**src/rtl/fnd_arb_pkg.sv**
```systemverilog
// fnd_arb_pkg: shared state type, default ms timing constants and index helpers for the FND arbiter
package fnd_arb_pkg;

    typedef enum logic {NORMAL, OVERRIDE} arb_state_e;

    localparam int DEF_TICK_DIV  = 100_000;
    localparam int DEF_HOLD_MS   = 2000;
    localparam int DEF_SCROLL_MS = 3000;
    localparam int DEF_BLINK_MS  = 500;

    // First valid index scanning x+1, x+2, ... wrapping, ending with x itself; x when none valid.
    // Scanning from the far end lets the nearest valid index overwrite the result last.
    function automatic logic [2:0] next_valid(input logic [2:0] x, input logic [7:0] v, input int n);
        logic [2:0] r;
        int idx;
        r = x;
        for (int i = 8; i >= 1; i--) begin
            if (i <= n) begin
                idx = (int'(x) + i) % n;
                if (v[3'(idx)]) r = 3'(idx);
            end
        end
        return r;
    endfunction

    function automatic logic [2:0] lowest_set(input logic [7:0] v);
        logic [2:0] r;
        r = '0;
        for (int i = 7; i >= 0; i--) if (v[i]) r = 3'(i);
        return r;
    endfunction

endpackage

```
**src/rtl/ms_tick_gen.sv**
```systemverilog
// ms_tick_gen: free-running prescaler emitting a 1-cycle tick every TICK_DIV clocks
//   clk     in  system clock
//   reset_p in  async active-high reset
//   tick    out high for one cycle when the prescaler wraps
module ms_tick_gen #(
    parameter int TICK_DIV = 100_000
) (
    input  logic clk,
    input  logic reset_p,
    output logic tick
);
    localparam int CW = (TICK_DIV > 1) ? $clog2(TICK_DIV) : 1;

    logic [CW-1:0] cnt_q, cnt_d;

    always_comb begin
        tick  = cnt_q == CW'(TICK_DIV - 1);
        cnt_d = tick ? '0 : cnt_q + CW'(1);
    end

    always_ff @(posedge clk or posedge reset_p) begin
        if (reset_p) cnt_q <= '0;
        else         cnt_q <= cnt_d;
    end
endmodule

```
**src/rtl/fnd_display_arbiter.sv**
```systemverilog
// fnd_display_arbiter: shares one 4-digit FND driver among NUM_SRC sources with scroll, override and blink
//   clk, reset_p             clock, async active-high reset
//   src_value/valid/urgent   per-source 16-bit value, valid flag, 1-cycle override request
//   src_blink                per-source 4-bit digit blink mask ([3] = leftmost)
//   mode_btn, auto_scroll    next source / cancel override pulse, timed scroll enable
//   disp_value, digit_blank  registered value and dark-digit mask for the driver
//   grant, hold_active       one-hot shown source (0 = none), override in progress
module fnd_display_arbiter
    import fnd_arb_pkg::*;
#(
    parameter int NUM_SRC   = 4,
    parameter int TICK_DIV  = DEF_TICK_DIV,
    parameter int HOLD_MS   = DEF_HOLD_MS,
    parameter int SCROLL_MS = DEF_SCROLL_MS,
    parameter int BLINK_MS  = DEF_BLINK_MS
) (
    input  logic                    clk,
    input  logic                    reset_p,
    input  logic [16*NUM_SRC-1:0]   src_value,
    input  logic [NUM_SRC-1:0]      src_valid,
    input  logic [NUM_SRC-1:0]      src_urgent,
    input  logic [4*NUM_SRC-1:0]    src_blink,
    input  logic                    mode_btn,
    input  logic                    auto_scroll,
    output logic [15:0]             disp_value,
    output logic [3:0]              digit_blank,
    output logic [NUM_SRC-1:0]      grant,
    output logic                    hold_active
);
    localparam int IW = (NUM_SRC > 1) ? $clog2(NUM_SRC) : 1;
    localparam int HW = $clog2(HOLD_MS + 1);
    localparam int SW = $clog2(SCROLL_MS + 1);
    localparam int BW = $clog2(BLINK_MS + 1);

    arb_state_e         state_q, state_d;
    logic [IW-1:0]      sel_q, sel_d, ovr_q, ovr_d;
    logic [HW-1:0]      hold_q, hold_d;
    logic [SW-1:0]      scroll_q, scroll_d;
    logic [BW-1:0]      blink_q, blink_d;
    logic               phase_q, phase_d;
    logic [15:0]        disp_q, disp_d;
    logic [3:0]         blank_q, blank_d;
    logic [NUM_SRC-1:0] grant_q, grant_d;
    logic               hold_out_q, hold_out_d;
    logic [NUM_SRC-1:0] urg;
    logic [IW-1:0]      urg_idx, nxt, g_cur, g_nxt;
    logic               tick;

    ms_tick_gen #(.TICK_DIV(TICK_DIV)) u_tick (
        .clk     (clk),
        .reset_p (reset_p),
        .tick    (tick)
    );

    always_comb begin
        state_d  = state_q;
        sel_d    = sel_q;
        ovr_d    = ovr_q;
        hold_d   = hold_q;
        scroll_d = scroll_q;
        blink_d  = blink_q;
        phase_d  = phase_q;
        urg      = src_urgent & src_valid;
        urg_idx  = IW'(lowest_set(8'(urg)));
        nxt      = IW'(next_valid(3'(sel_q), 8'(src_valid), NUM_SRC));
        if (state_q == NORMAL) begin
            if (|urg) begin
                state_d  = OVERRIDE;
                ovr_d    = urg_idx;
                hold_d   = HW'(HOLD_MS);
                scroll_d = '0;
            end else if (mode_btn || !src_valid[sel_q]) begin
                sel_d    = nxt;
                scroll_d = '0;
            end else if (!auto_scroll) begin
                scroll_d = '0;
            end else if (tick) begin
                sel_d    = (scroll_q == SW'(SCROLL_MS - 1)) ? nxt : sel_q;
                scroll_d = (scroll_q == SW'(SCROLL_MS - 1)) ? '0 : scroll_q + SW'(1);
            end
        end else begin
            // Only an urgent at or below the current override index counts; it also wins over expiry and the button.
            if (|urg && urg_idx <= ovr_q) begin
                ovr_d  = urg_idx;
                hold_d = HW'(HOLD_MS);
            end else if (mode_btn || !src_valid[ovr_q]) begin
                state_d = NORMAL;
                hold_d  = '0;
            end else if (tick) begin
                state_d = (hold_q <= HW'(1)) ? NORMAL : OVERRIDE;
                hold_d  = (hold_q <= HW'(1)) ? '0 : hold_q - HW'(1);
            end
        end
        g_cur = (state_q == OVERRIDE) ? ovr_q : sel_q;
        g_nxt = (state_d == OVERRIDE) ? ovr_d : sel_d;
        // A newly shown source restarts its blink cycle lit.
        if (g_nxt != g_cur) begin
            blink_d = '0;
            phase_d = 1'b0;
        end else if (tick) begin
            blink_d = (blink_q == BW'(BLINK_MS - 1)) ? '0 : blink_q + BW'(1);
            phase_d = (blink_q == BW'(BLINK_MS - 1)) ? ~phase_q : phase_q;
        end
        grant_d    = src_valid[g_cur] ? (NUM_SRC'(1) << g_cur) : '0;
        disp_d     = src_valid[g_cur] ? src_value[{g_cur, 4'b0} +: 16] : 16'h0;
        blank_d    = src_valid[g_cur] ? (src_blink[{g_cur, 2'b0} +: 4] & {4{phase_q}}) : 4'hF;
        hold_out_d = state_q == OVERRIDE;
    end

    always_ff @(posedge clk or posedge reset_p) begin
        if (reset_p) begin
            state_q  <= NORMAL;
            sel_q    <= '0;
            ovr_q    <= '0;
            hold_q   <= '0;
            scroll_q <= '0;
            blink_q  <= '0;
            phase_q  <= 1'b0;
        end else begin
            state_q  <= state_d;
            sel_q    <= sel_d;
            ovr_q    <= ovr_d;
            hold_q   <= hold_d;
            scroll_q <= scroll_d;
            blink_q  <= blink_d;
            phase_q  <= phase_d;
        end
    end

    always_ff @(posedge clk or posedge reset_p) begin
        if (reset_p) begin
            disp_q     <= 16'h0;
            blank_q    <= 4'hF;
            grant_q    <= '0;
            hold_out_q <= 1'b0;
        end else begin
            disp_q     <= disp_d;
            blank_q    <= blank_d;
            grant_q    <= grant_d;
            hold_out_q <= hold_out_d;
        end
    end

    assign disp_value  = disp_q;
    assign digit_blank = blank_q;
    assign grant       = grant_q;
    assign hold_active = hold_out_q;
endmodule

```
**config.mk**
```make
export PLATFORM = sky130hd
export DESIGN_NAME = fnd_display_arbiter
export DESIGN_NICKNAME = d
export VERILOG_FILES = /design/src/rtl/fnd_arb_pkg.sv /design/src/rtl/ms_tick_gen.sv /design/src/rtl/fnd_display_arbiter.sv
export SDC_FILE = /design/constraint.sdc
export NUM_CORES = 1
export LEC_CHECK = 0
export ABC_AREA = 1
export BUFFER_PORTS_ARGS = -buffer_cell sky130_fd_sc_hd__buf_2
export CAP_MARGIN = 20
export CORE_MARGIN = 2
export CORE_UTILIZATION = 50
export CTS_CLUSTER_SIZE = 12
export DETAILED_ROUTE_END_ITERATION = 10
export PLACE_DENSITY = 0.75
export SYNTH_ARGS = -nofsm -noshare
export SYNTH_HDL_FRONTEND = slang
export SYNTH_SLANG_ARGS = --single-unit
```
**constraint.sdc**
```tcl
create_clock -name clk -period 6.3 [get_ports clk]
set_input_delay 1.89 -clock clk [delete_from_list [all_inputs] [get_ports clk]]
set_output_delay 1.89 -clock clk [all_outputs]
set_load 0.05 [all_outputs]
```
After elaboration in Yosys (flattened, before gate mapping) --
Cells that the tools add are included.
Storage, ports and cells: logic and storage cells 126, bits of input ports 92, output and inout bits 25, bits in registers 80
Cells by class: shifts and indexed selects 3, multiplexer cells 64, reductions and logical operators 16, add/subtract/negate cells 8, order comparisons 9, bitwise operators 8, eq/ne operators 6
Operators by type and width (number):
- 11-bit two-way mux | 6
- 64-bit by 7-bit indexed part select with 16-bit output | 1
- 12-bit two-way mux | 5
- 2-bit two-way mux | 19
- 9-bit two-way mux | 3
- 3-bit by 5-bit less-than comparator with 1-bit output (second input constant) | 4
- 1-bit two-way mux | 20
- 17-bit by 1-bit adder with 17-bit output (second input constant) | 1
- 17-bit == test (second input constant) | 1
- 17-bit two-way mux | 1
- 16-bit two-way mux | 1
- 16-bit by 5-bit indexed part select with 4-bit output | 1
- 12-bit by 1-bit adder with 12-bit output (second input constant) | 1
- 1-bit binary-select mux with 3-bit select | 4
- 12-bit == test (second input constant) | 1
- 11-bit by 1-bit <= comparator with 1-bit output (second input constant) | 1
- 11-bit by 1-bit subtractor with 11-bit output (second input constant) | 1
- 9-bit by 1-bit adder with 9-bit output (second input constant) | 1
- 9-bit == test (second input constant) | 1
- 2-bit by 3-bit less-than comparator with 1-bit output (second input constant) | 3
- 4-bit AND | 2
- 4-bit two-way mux | 2
- 4-bit by 1-bit != test with 1-bit output (second input constant) | 2
- 2-bit OR reduction | 4
- 14 further kinds | 28

Depth between registers and ports, before layout --
depth after elaboration 20, mapped depth 20, mapped depth without buffers 20

Modules after synthesis --
A second synthesis with hierarchy kept.
Unflattened totals: cells, all modules 732, area total of the unflattened synthesis 5158.7 µm²
Modules (own cells, without submodules):
- fnd_display_arbiter | instances 1, area each 4181.5 µm², seq. area each 1581.5 µm², cells an instance 588
- ms_tick_gen | instances 1, area each 977.2 µm², seq. area each 425.4 µm², cells an instance 144

Worst setup path after synthesis --
Ideal clock, no wire load.
path kind input to register, start point input port src_urgent[1], end point register blink_q[0], required time 6.227 ns, arrival time 3.608 ns, slack 2.619 ns, library setup time 0.073 ns, path buffers 0, stages 19, cells stage by stage nand2_1 -> nand2_1 -> inv_1 -> nand2_1 -> inv_1 -> ha_1 -> inv_1 -> nor2_1 -> o21ai_0 -> nand2_1 -> nand2_1 -> inv_1 -> a21oi_1 -> inv_1 -> nand2_1 -> nand3_1 -> nand2_1 -> nand3_4 -> nor2_1
Between the ends: longest elaborated chain between the ends 10, elaborated cells between the ends (all ways) 18, classes of those cells order compare (1); eq/ne (1); mux (12); bitwise (1); reduce/logical (3)
RTL lines:
- start, declared | RTL line fnd_display_arbiter.sv:21 | input logic [NUM_SRC-1:0] src_urgent,
- 4-bit AND (*) | RTL line fnd_display_arbiter.sv:63 | urg = src_urgent & src_valid;
- 2-bit two-way mux (2 in a row) | RTL line fnd_arb_pkg.sv:29 | for (int i = 7; i >= 0; i--) if (v[i]) r = 3'(i);
- 2-bit <= comparator | RTL line fnd_display_arbiter.sv:83 | if (|urg && urg_idx <= ovr_q) begin
- 1-bit logical AND | RTL line fnd_display_arbiter.sv:83
- 2-bit two-way mux | RTL line fnd_display_arbiter.sv:83
- 2-bit two-way mux (*) | RTL line fnd_display_arbiter.sv:66 | if (state_q == NORMAL) begin
- named net ovr_d[1] | RTL line fnd_display_arbiter.sv:36 | logic [IW-1:0] sel_q, sel_d, ovr_q, ovr_d;
- 2-bit two-way mux (*) | RTL line fnd_display_arbiter.sv:95 | g_nxt = (state_d == OVERRIDE) ? ovr_d : sel_d;
- 2-bit != test (*) | RTL line fnd_display_arbiter.sv:97 | if (g_nxt != g_cur) begin
- 9-bit two-way mux or 2-bit nonzero test (tied branches)
- end signal, assigned | RTL line fnd_display_arbiter.sv:125 | blink_q <= blink_d;
- end, declared | RTL line fnd_display_arbiter.sv:39 | logic [BW-1:0] blink_q, blink_d;
Mark *: on every way through the listed nets, which the timed path passes. The rest lies on a longest branch. A chain may end at the register's enable or synchronous reset.

Worst setup path after layout --
start point input port src_valid[1], end point register hold_q[4]
Between the ends: longest elaborated chain between the ends 7, elaborated cells between the ends (all ways) 16, classes of those cells order compare (1); eq/ne (1); mux (7); bitwise (1); reduce/logical (6)
RTL lines:
- start, declared | RTL line fnd_display_arbiter.sv:20 | input logic [NUM_SRC-1:0] src_valid,
- 4-bit AND or 1-bit binary-select mux with 2-bit select (tied branches) | RTL line fnd_display_arbiter.sv:63, fnd_display_arbiter.sv:86
- 2-bit two-way mux or 1-bit two-way mux (tied branches) | RTL line fnd_arb_pkg.sv:29, fnd_display_arbiter.sv:86
- 2-bit two-way mux or 1-bit zero test (tied branches) | RTL line fnd_arb_pkg.sv:29, fnd_display_arbiter.sv:86
- 2-bit <= comparator or 1-bit logical OR (tied branches) | RTL line fnd_display_arbiter.sv:83, fnd_display_arbiter.sv:86
- 1-bit logical AND or 11-bit two-way mux (tied branches) | RTL line fnd_display_arbiter.sv:83, fnd_display_arbiter.sv:86
- 4-bit by 1-bit != test with 1-bit output (no line) or 11-bit two-way mux (tied branches)
- 2-bit AND reduction (no line) or 11-bit two-way mux (tied branches)
- end signal, assigned | RTL line fnd_display_arbiter.sv:123 | hold_q <= hold_d;
- end, declared | RTL line fnd_display_arbiter.sv:37 | logic [HW-1:0] hold_q, hold_d;
Several ways; a longest one is shown, not always the timed one. The select of a mux whose other input is x is not followed.

==> impl_metrics.csv <==
group,metric,value,unit
outcome,status,"finished clean",
power,p_sw,0.00126,W
final_layout,mostFrequentLayoutCell,"nand2_1",
clock_tree,postCtsSetupBuffers,0,
timing,totalNegativeSetupSlack,0,ns
timing,tightest_slew,0.790,ns
global_routing,grt_use_total,23.5,%
worst_setup_path,path_max_fanout,14,
floorplanning,die_h,103,um
final_layout,drive_gt1_share,20.7,%
logic_synthesis,postSynthCellCount,695,
timing,fin_ws,2.25,ns
global_routing,grt_max_degree,50,
floorplanning,dieArea,0.0106,mm^2
drt,num_vias,4874,
floorplanning,ioPinCount,117,
clock_tree,cts.path.max_buffers,2,
hold_path,hold_path.class,"reg2reg",
floorplanning,initial_utilization,50.6,%
drt,vias_per_cell,5.17,
placed_design,placed_cells,927,
hold_path,holdCritStartpoint,"u_tick.cnt_q[0]$_DFF_PP0_",
logic_synthesis,ys_seq_elements,80,
placed_design,hpwl,8.90,mm
worst_setup_path,rr_endpoint,"disp_value[1]$_DFF_PP0_",
power,power.share.sequential,29.1,%
logic_synthesis,synth_nets,794,
floorplanning,row_count,36,
timing,period_share,64.2,%
floorplanning,die_x,103,um
power,sw_frac_of_total,51.7,%
clock_tree,numCtsBuffers,9,
drt,route.detailed.drc,0,
worst_setup_path,crit_path_end_kind,"flip-flop",
power,p_per_area,425,mW/mm^2
drt,drt-total-wl,11.7,mm
timing,slew_headroom,47.2,%
power,internal_power,0.00117,W
final_layout,num_antenna_cells,0,
clock_tree,hold_buffers,0,
clock_tree,cts_tree,"done",
placed_design,post_dp_cell_area,0.00554,mm^2
global_routing,gr-total-overflow,0,
logic_synthesis,synth.area.top_cells,"dfrtp_1 39%, nand2_1 13%, inv_1 7.9%",
logic_synthesis,yosysWarnings,0,
final_layout,layout_common_cells,"175 x nand2_1, 116 x buf_2, 101 x inv_1",
clock_tree,root_buffer,"clkbuf_8",
power,comb_power_share,56.6,%
clock_tree,clk_latency,0.37,ns
placed_design,place_ws,1.92,ns
clock_tree,path_clk_slew,0.08,ns
final_layout,finalNetCount,904,
placed_design,place_congestion,0.959,
timing,rsz0062_at_grt,"no",
timing,fmax,0.247,GHz
floorplanning,fp.coreArea,0.00964,mm^2
clock_tree,cts_resized,0,
power,total_leakage_power,3.01,nW
logic_synthesis,synth_area,0.00487,mm^2
final_layout,utilization,59.3,%
drt,drtPass1Iterations,5,
worst_setup_path,reg2reg_depth,9,
power,vdd_ir_drop_max,0.213,mV
clock_tree,cts.sinks,80,
global_routing,grt_pass1_wl,19.5,mm
logic_synthesis,synth_seq_area_share,41.2,%
clock_tree,htree_levels,3,
power,p_clk_share,14.3,%
worst_setup_path,critPathKind,"in2reg",
timing,finalClockSkew,0.0107,ns
logic_synthesis,yosysTopAreaCellShare,39.0,%
hold_path,holdPathStages,1,
run,drv_cap,0,
drt,drt_iter0_drc,182,
global_routing,grt_pass1_vias,4441,
final_layout,final_cells,943,
timing,finalSetupViolations,0,
timing,finalHoldViolCount,0,
worst_setup_path,rr_startpoint,"hold_out_d$_DFF_PP0_",
final_layout,nFillCells,915,
final_layout,area_delta_synth_final,17.3,%
worst_setup_path,cp-start-kind,"primary input",
worst_setup_path,arrival,4.30,ns
worst_setup_path,rrSetupSlack,3.22,ns
logic_synthesis,yosysTopAreaCell,"dfrtp_1",
drt,drtAntennaViolNets,0,
logic_synthesis,yosys.cell_types.count,38,
placed_design,io_buffers,116,
final_layout,postLayoutCellArea,0.00572,mm^2
timing,post-route-min-period,4.05,ns
worst_setup_path,worstPathRequired,6.56,ns
hold_path,min_to,"u_tick.cnt_q[0]$_DFF_PP0_",
drt,route.detailed.wl_per_inst,12.4,um
timing,finalMaxSlewViolations,0,
global_routing,antenna_found_initial,0,
logic_synthesis,synth.avg_cell_area,7.01,um^2
final cells by class:
cell class,instances,area [um^2],share of cell area (%)
tap,133,166,2.91
clock inverter,5,32.5,0.569
sequential,80,2010,35.1
inverter,114,432,7.55
timing repair buffer,118,596,10.4
clock buffer,11,141,2.47
multi-input combinational,482,2340,41.0
synth_stat cells:
cell,count
a21oi_1,35
a31oi_1,3
a31oi_2,1
a41oi_1,1
buf_2,6
buf_6,2
clkbuf_1,11
dfrtp_1,76
dfstp_2,4
ha_1,7
inv_1,102
inv_2,11
inv_4,1
nand2_1,175
nand2_2,5
nand3_1,70
nand3_2,1
nand3_4,1
nand3b_1,2
nand4_1,17
nor2_1,77
nor2_4,1
nor3_1,13
nor3b_1,1
nor4_1,5
o211ai_1,2
o21a_1,2
o21ai_0,32
o21ai_2,5
o21ai_4,1
o221a_2,1
o22ai_1,8
o2bb2ai_1,3
or2_1,1
or2_2,1
or4_4,1
xnor2_1,2
xor2_1,8
worst max path at each step:
stage | startpoint | to | slack (ns) | cells after the start
finish | src_valid[1] | hold_q[4]$_DFFE_PP0P_ | 2.25 | 17
global route | src_valid[1] | hold_q[4]$_DFFE_PP0P_ | 1.96 | 17
CTS | src_valid[1] | hold_q[4]$_DFFE_PP0P_ | 2.29 | 17
detailed placement | src_valid[1] | hold_q[4]$_DFFE_PP0P_ | 1.92 | 17
global placement | src_valid[1] | hold_q[4]$_DFFE_PP0P_ | 2.01 | 17
floorplan | reset_p | blink_q[0]$_DFFE_PP0P_ | 2.36 | 1
layer usage:
metal  vias to the layer above  GRT usage [%]  wire length [um]
li1                       2451              -                 -
met1                      2252           28.6              4990
met2                       145           39.4              5730
met3                        26           5.97               638
met4                         0           10.4               350
met5                         -              0                 0
flip-flops by register name (all words and copies together) (netlist names):
signal / cells
blink_q: 9
scroll_q: 12
hold_out_d: 1
ovr_q: 2
hold_q: 11
sel_q: 2
grant: 4
phase_q: 1
digit_blank: 4
hold_active: 1
u_tick.cnt_q: 17
disp_value: 16
power by group through the flow:
stage	sequential, W	clock (W)	combinational, W
after floorplan	0.000891	0	0.000929
after CTS	0.000707	0.000353	0.00138
final	0.000707	0.000346	0.00137
after global placement	0.000714	0	0.00134
after detailed placement	0.000716	0	0.00138
after global routing	0.000721	0.000384	0.00153
worst max-delay path, stage by stage:
cell	delay [ns]
buf_2	0.11
nand2_1	0.07
nand2_1	0.12
inv_1	0.05
nand2_1	0.07
inv_1	0.05
ha_1	0.29
inv_1	0.06
nor2_1	0.03
o21ai_0	0.21
nand2_1	0.08
nand2_1	0.09
inv_1	0.11
a31oi_2	0.49
nand2_1	0.30
a31oi_1	0.22
a21oi_1	0.05
cell families after synthesis:
kind of cell    share of synthesized area (%)
simple gates                             33.1
buf+inv                                  10.8
flops                                    41.2
fa+ha+maj                                1.80
xor+xnor                                 1.80
compound gates                           11.3
per-stage QoR:
stage,hold slack (ns),total power (W)
floorplan,0.433,0.00182
finish,0.468,0.00243
global route,0.498,0.00263
CTS,0.469,0.00244
global placement,0.445,0.00205
detailed placement,0.458,0.00209
No activity file was read; power rests on OpenSTA's default activity.
